===== src/rtl/alu_flag_reg_stack_if.sv =====
// Bus between the ALU result path and the flag unit: flag candidates and
// update/save/restore controls in, architectural flags and stack status out.
interface alu_flag_reg_stack_if #(
  parameter int FLAG_W = 4,
  parameter int NUM_IN = 16,
  parameter int SEL_W  = 4,
  parameter int DEPTH  = 4
);
  localparam int DW = $clog2(DEPTH + 1);

  logic [SEL_W-1:0]         opcode;
  logic [NUM_IN*FLAG_W-1:0] in_flags;
  logic                     upd_valid;
  logic [FLAG_W-1:0]        upd_mask;
  logic                     push;
  logic                     pop;
  logic                     err_clr;
  logic [FLAG_W-1:0]        flags;
  logic [DW-1:0]            depth;
  logic                     stack_full;
  logic                     stack_empty;
  logic                     bad_op;
  logic                     err_ovf;
  logic                     err_udf;

  modport master (
    output opcode, in_flags, upd_valid, upd_mask, push, pop, err_clr,
    input  flags, depth, stack_full, stack_empty, bad_op, err_ovf, err_udf
  );

  modport slave (
    input  opcode, in_flags, upd_valid, upd_mask, push, pop, err_clr,
    output flags, depth, stack_full, stack_empty, bad_op, err_ovf, err_udf
  );
endinterface


===== src/rtl/alu_flag_reg_stack.sv =====
// Registered ALU flag unit: per-opcode candidate select, masked merge into the
// flag register, and a LIFO that saves/restores flags across interrupts.
module alu_flag_reg_stack #(
  parameter int                FLAG_W      = 4,
  parameter int                NUM_IN      = 16,
  parameter int                SEL_W       = 4,
  parameter int                DEPTH       = 4,
  parameter logic [FLAG_W-1:0] RESET_FLAGS = '0
) (
  input logic              clk,
  input logic              rst_n,
  alu_flag_reg_stack_if.slave bus
);
  localparam int DW = $clog2(DEPTH + 1);
  localparam int AW = (DEPTH > 1) ? $clog2(DEPTH) : 1;
  localparam logic [DW-1:0]    DEPTH_L  = DW'(DEPTH);
  localparam logic [SEL_W:0]   NUM_IN_L = (SEL_W + 1)'(NUM_IN);

  logic [FLAG_W-1:0] r_flags;
  logic [DW-1:0]     r_depth;
  logic              r_bad_op;
  logic              r_err_ovf;
  logic              r_err_udf;
  logic [FLAG_W-1:0] r_stack [DEPTH];

  logic [FLAG_W-1:0] w_cand [NUM_IN];
  logic [FLAG_W-1:0] w_sel;
  logic [FLAG_W-1:0] w_flags_next;
  logic [AW-1:0]     w_wr_ptr;
  logic [AW-1:0]     w_rd_ptr;
  logic              w_op_ok;
  logic              w_empty;
  logic              w_full;
  logic              w_do_pop;
  logic              w_do_push;
  logic              w_ovf;
  logic              w_udf;
  logic              w_upd;

  genvar gi;
  generate
    for (gi = 0; gi < NUM_IN; gi++) begin : g_cand
      assign w_cand[gi] = bus.in_flags[gi*FLAG_W +: FLAG_W];
    end
  endgenerate

  always_comb begin
    w_sel = '0;
    for (int k = 0; k < NUM_IN; k++) begin
      if (bus.opcode == SEL_W'(k)) w_sel = w_cand[k];
    end
  end

  assign w_op_ok   = {1'b0, bus.opcode} < NUM_IN_L;
  assign w_empty   = (r_depth == '0);
  assign w_full    = (r_depth == DEPTH_L);
  // Pop wins over push; a successful pop also masks the update for this cycle.
  assign w_do_pop  = bus.pop & ~w_empty;
  assign w_udf     = bus.pop & w_empty;
  assign w_do_push = bus.push & ~bus.pop & ~w_full;
  assign w_ovf     = bus.push & ~bus.pop & w_full;
  assign w_upd     = bus.upd_valid & ~w_do_pop;
  assign w_wr_ptr  = r_depth[AW-1:0];
  assign w_rd_ptr  = AW'(r_depth - 1'b1);

  always_comb begin
    w_flags_next = r_flags;
    if (w_do_pop)
      w_flags_next = r_stack[w_rd_ptr];
    else if (w_upd && w_op_ok)
      w_flags_next = (r_flags & ~bus.upd_mask) | (w_sel & bus.upd_mask);
  end

  always_ff @(posedge clk or negedge rst_n) begin
    if (!rst_n) begin
      r_flags   <= RESET_FLAGS;
      r_depth   <= '0;
      r_bad_op  <= 1'b0;
      r_err_ovf <= 1'b0;
      r_err_udf <= 1'b0;
    end else begin
      r_flags   <= w_flags_next;
      r_bad_op  <= w_upd & ~w_op_ok;
      r_err_ovf <= w_ovf | (r_err_ovf & ~bus.err_clr);
      r_err_udf <= w_udf | (r_err_udf & ~bus.err_clr);
      if (w_do_pop)
        r_depth <= r_depth - 1'b1;
      else if (w_do_push)
        r_depth <= r_depth + 1'b1;
    end
  end

  // Stack storage carries no reset so it can map onto plain RAM; it saves pre-update flags.
  always_ff @(posedge clk) begin
    if (w_do_push) r_stack[w_wr_ptr] <= r_flags;
  end

  assign bus.flags       = r_flags;
  assign bus.depth       = r_depth;
  assign bus.stack_full  = w_full;
  assign bus.stack_empty = w_empty;
  assign bus.bad_op      = r_bad_op;
  assign bus.err_ovf     = r_err_ovf;
  assign bus.err_udf     = r_err_udf;
endmodule


===== src/flat_wrapper.sv =====
// flat-port wrapper written by rule: the top's interface ports become plain ports
module alu_flag_reg_stack_flat 
#(
  parameter int                FLAG_W      = 4,
  parameter int                NUM_IN      = 16,
  parameter int                SEL_W       = 4,
  parameter int                DEPTH       = 4,
  parameter logic [FLAG_W-1:0] RESET_FLAGS = '0
)
  (clk, rst_n, bus_opcode, bus_in_flags, bus_upd_valid, bus_upd_mask, bus_push, bus_pop, bus_err_clr, bus_flags, bus_depth, bus_stack_full, bus_stack_empty, bus_bad_op, bus_err_ovf, bus_err_udf);
  alu_flag_reg_stack_if #(.FLAG_W(FLAG_W), .NUM_IN(NUM_IN), .SEL_W(SEL_W), .DEPTH(DEPTH)) bus_i ();
  input logic clk;
  input logic rst_n;
  input wire logic [$bits(bus_i.opcode)-1:0] bus_opcode;
  input wire logic [$bits(bus_i.in_flags)-1:0] bus_in_flags;
  input wire logic [$bits(bus_i.upd_valid)-1:0] bus_upd_valid;
  input wire logic [$bits(bus_i.upd_mask)-1:0] bus_upd_mask;
  input wire logic [$bits(bus_i.push)-1:0] bus_push;
  input wire logic [$bits(bus_i.pop)-1:0] bus_pop;
  input wire logic [$bits(bus_i.err_clr)-1:0] bus_err_clr;
  output wire logic [$bits(bus_i.flags)-1:0] bus_flags;
  output wire logic [$bits(bus_i.depth)-1:0] bus_depth;
  output wire logic [$bits(bus_i.stack_full)-1:0] bus_stack_full;
  output wire logic [$bits(bus_i.stack_empty)-1:0] bus_stack_empty;
  output wire logic [$bits(bus_i.bad_op)-1:0] bus_bad_op;
  output wire logic [$bits(bus_i.err_ovf)-1:0] bus_err_ovf;
  output wire logic [$bits(bus_i.err_udf)-1:0] bus_err_udf;
  assign bus_i.opcode = bus_opcode;
  assign bus_i.in_flags = bus_in_flags;
  assign bus_i.upd_valid = bus_upd_valid;
  assign bus_i.upd_mask = bus_upd_mask;
  assign bus_i.push = bus_push;
  assign bus_i.pop = bus_pop;
  assign bus_i.err_clr = bus_err_clr;
  assign bus_flags = bus_i.flags;
  assign bus_depth = bus_i.depth;
  assign bus_stack_full = bus_i.stack_full;
  assign bus_stack_empty = bus_i.stack_empty;
  assign bus_bad_op = bus_i.bad_op;
  assign bus_err_ovf = bus_i.err_ovf;
  assign bus_err_udf = bus_i.err_udf;
  alu_flag_reg_stack #(.FLAG_W(FLAG_W), .NUM_IN(NUM_IN), .SEL_W(SEL_W), .DEPTH(DEPTH), .RESET_FLAGS(RESET_FLAGS)) u_core (.clk(clk), .rst_n(rst_n), .bus(bus_i));
endmodule

===== config.mk =====
export PLATFORM = sky130hd
export DESIGN_NAME = alu_flag_reg_stack_flat
export DESIGN_NICKNAME = d
export VERILOG_FILES = /design/src/rtl/alu_flag_reg_stack_if.sv /design/src/rtl/alu_flag_reg_stack.sv /design/src/flat_wrapper.sv
export SDC_FILE = /design/constraint.sdc
export NUM_CORES = 1
export LEC_CHECK = 0
export BUFFER_PORTS_ARGS = -buffer_cell sky130_fd_sc_hd__buf_2
export CORE_MARGIN = 4
export CORE_UTILIZATION = 51
export DETAILED_ROUTE_END_ITERATION = 6
export PLACE_DENSITY = 0.95
export SKIP_LAST_GASP = 1
export SLEW_MARGIN = 10
export SYNTH_ARGS = -nofsm -noshare
export SYNTH_HDL_FRONTEND = slang
export SYNTH_SLANG_ARGS = --single-unit

===== constraint.sdc =====
create_clock -name clk -period 6.35 [get_ports clk]
set_input_delay 1.27 -clock clk [delete_from_list [all_inputs] [get_ports clk]]
set_output_delay 1.27 -clock clk [all_outputs]
set_load 0.03 [all_outputs]

==> results.ini <==
[clocking]
cts_tree=yes
cts_num_sinks=25
htreeDepth=1
cts_made_buffers=3
hold_buffers=0
cts_setup_buffers=0
clk-insertion-delay-late_ns=0.27
path_clk_slew_ns=0.08
cts.repair.resized=0
cts_root_buf=clkbuf_8
cts.path.max_buffers=2

[setup_path]
worstSetupPathType=reg -> out
cp_top_family=flip-flops
r2r-start=u_core.bus.depth[0]
crit_fanout=9
r2r_slack_ns=3.78
crit_path_top_delay_cell=dfrtp_1
path_buf_inv=2
crit_path_end_kind=output port
crit_path_frequent_cell=ha_1
cp-start-kind=flop
cp.required_ns=5.08
cpPeakStageDelay_ns=0.57
critPathLaunch=u_core.bus.depth[0]
crit_arrival_ns=1.63
path_cells=inv_1, ha_1, ha_1, buf_2

[timing]
fmax_ghz=0.344
final.period_utilization_pct=45.7
rsz0062_at_grt=false
worstMarginPinSlew_ns=0.763
period_needed_ns=2.90
tns_ns=0
setup_violations=0
finalHoldViolCount=0
maxSlewHeadroom_pct=49.1
finClkSkew_ns=0.0109
layout_setup_ws_ns=3.45
slew_violations=0

[routing]
wl_met1_um=2110
vias_per_cell=5.79
routed_wl_um=5300
vias=1892
routedWlPerCell_um=16.2
postRouteAntennaNets=0
top_layer=met4
wl_met2_um=2620
initialDrtViolationCount=136
drcViolationCount=0
first_pass_iters=4
wl_met3_um=418

[synthesis]
syn-cell-area_um2=1930
syn_avg_cell_area_um2=9.73
ys_types=46
synth_mux_area_share_pct=14.0
synth_top_flop_cell=edfxtp_1
synth-seq-cells=25
ys_seq_area_share_pct=36.6
yosys_warnings=0
synth_area_leader_cell=edfxtp_1
async_flop_share_pct=36.0
synth_nets=282
synth_xor_xnor_area_share_pct=0.909
synth_top_area_share_pct=24.9
synth_compound_area_share_pct=19.9
ys_top_cells_by_count=edfxtp_1, o21ai_0, nor2_1, o22ai_1, nand2_1
synth_top_family_by_area=compound AO/OA/AOI/OAI gates
synthSimpleGateAreaFrac_pct=18.1
synth_edf_count=16
yosys.area_share.adder_pct=3.90
synth_cells=198
yosys-top-cells-area=edfxtp_1, dfrtp_1, mux2i_1

[cells_and_area]
syn_to_final_growth_pct=23.5
nets=364
drive_gt1_share_pct=38.0
diodes=0

[power_and_ir_drop]
p_clk_share_pct=13.8
p_switching_uw=300
power.share.sequential_pct=37.9
combPwrFrac_pct=48.4
ir_drop_mv=0.127
leakagePower_nw=1.05
power_density_nw_per_um2=299
sw_frac_of_total_pct=42.1
p_int_uw=412

[die]
initial_utilization_pct=52.6
dieArea_um2=4830
die_height_um=69.5
die-width_um=69.5
ios=90
fp.coreArea_um2=3660
num_rows=22

[grt]
antenna_found_initial=0
grt_usage_pct=21.1
grt_pass1_wl_um=8370
grt_pass1_vias=1848
grt_overflow=0
grt_max_degree=41

[min_path]
hold_class=reg -> reg
worstHoldStart=u_core.bus.err_udf

[placement]
io_buffers=88
place.gp.congestion=0.901
place_hpwl_um=4170
place_ws_ns=3.36

[flow_run]
maxCapViolCount=0

[status]
status=finished clean

-- routing by layer --
layer | GRT usage (%) | vias to the layer above
met5 | 0 | -
met3 | 2.03 | 21
met2 | 36.3 | 103
met1 | 27.3 | 856
met4 | 8.03 | 0
li1 | - | 912
-- worst register-to-register path, stage by stage (launching register included) --
cell and delay [ns]:
dfrtp_1 0.57, inv_1 0.12, ha_1 0.25, ha_1 0.23, nor3b_1 0.61, and2_1 0.42
xnor2_1 0.16, nand2_1 0.06, o21ai_0 0.07
-- power by group through the flow --
stage / combinational (mW) / clock [mW] / sequential, mW
after global placement: 0.328 / 0 / 0.269
after global routing: 0.370 / 0.106 / 0.276
final: 0.344 / 0.0979 / 0.270
after detailed placement: 0.339 / 0 / 0.273
after floorplan: 0.204 / 0 / 0.309
after CTS: 0.344 / 0.0960 / 0.270
-- layout make-up --
type,instances,area (um^2)
clock inverters,1,7.51
fillers,319,1280
inverters,7,26.3
flip-flops and latches,25,706
clock buffers,3,41.3
multi-input cells,155,1100
well taps,48,60.1
repair buffers,88,440
-- cell families (layout without fill, tap and decap cells) --
kind of cell,after synthesis,after routing
flip-flops,25,25
AO/OA/AOI/OAI,61,61
other,1,1
adder cells (fa/ha/maj),6,6
multiplexers,20,20
XOR/XNOR,2,2
buffers and inverters,18,99
AND/OR/NAND/NOR,65,65
-- metrics by stage --
stage               total power [mW]  area [um^2]  util [%]  instances  hold WS [ns]
global placement               0.596         2330      63.7        323         0.519
finish                         0.712         2380      65.0        327         0.540
detailed placement             0.612         2330      63.7        323         0.523
CTS                            0.710         2380      65.0        327         0.538
global route                   0.752         2380      65.0        327         0.582
floorplan                      0.513         1930         -        198         0.654
-- cells in the final DEF (no fill, tap or decap), types with 2 or more instances in the layout --
master	instances
nor3_1	8
nand3_1	6
buf_2	88
o21ai_1	3
edfxtp_1	16
ha_1	6
dfrtp_1	9
a21oi_1	9
nand3b_1	2
mux2i_1	9
nand2_1	11
mux2_2	7
o31ai_1	2
o22ai_1	12
a31o_1	3
clkbuf_8	3
xnor2_1	2
and2_1	5
a211oi_1	5
nor2_1	15
inv_1	6
mux4_1	3
a31oi_1	3
o21ai_0	16
nor2b_1	2
o22a_1	3
nand2b_1	8
-- path summary, 6_finish.rpt --
path / endpoint / depth (start not counted)
min: u_core.bus.err_udf / 2
min in group asynchronous: async pin / 1
min reg2reg: u_core.bus.err_udf / 2
max: bus_stack_full / 4
max reg2reg: u_core.bus.depth[2] / 8
max in group asynchronous: async pin / 1
No activity file was read; power rests on OpenSTA's default activity.
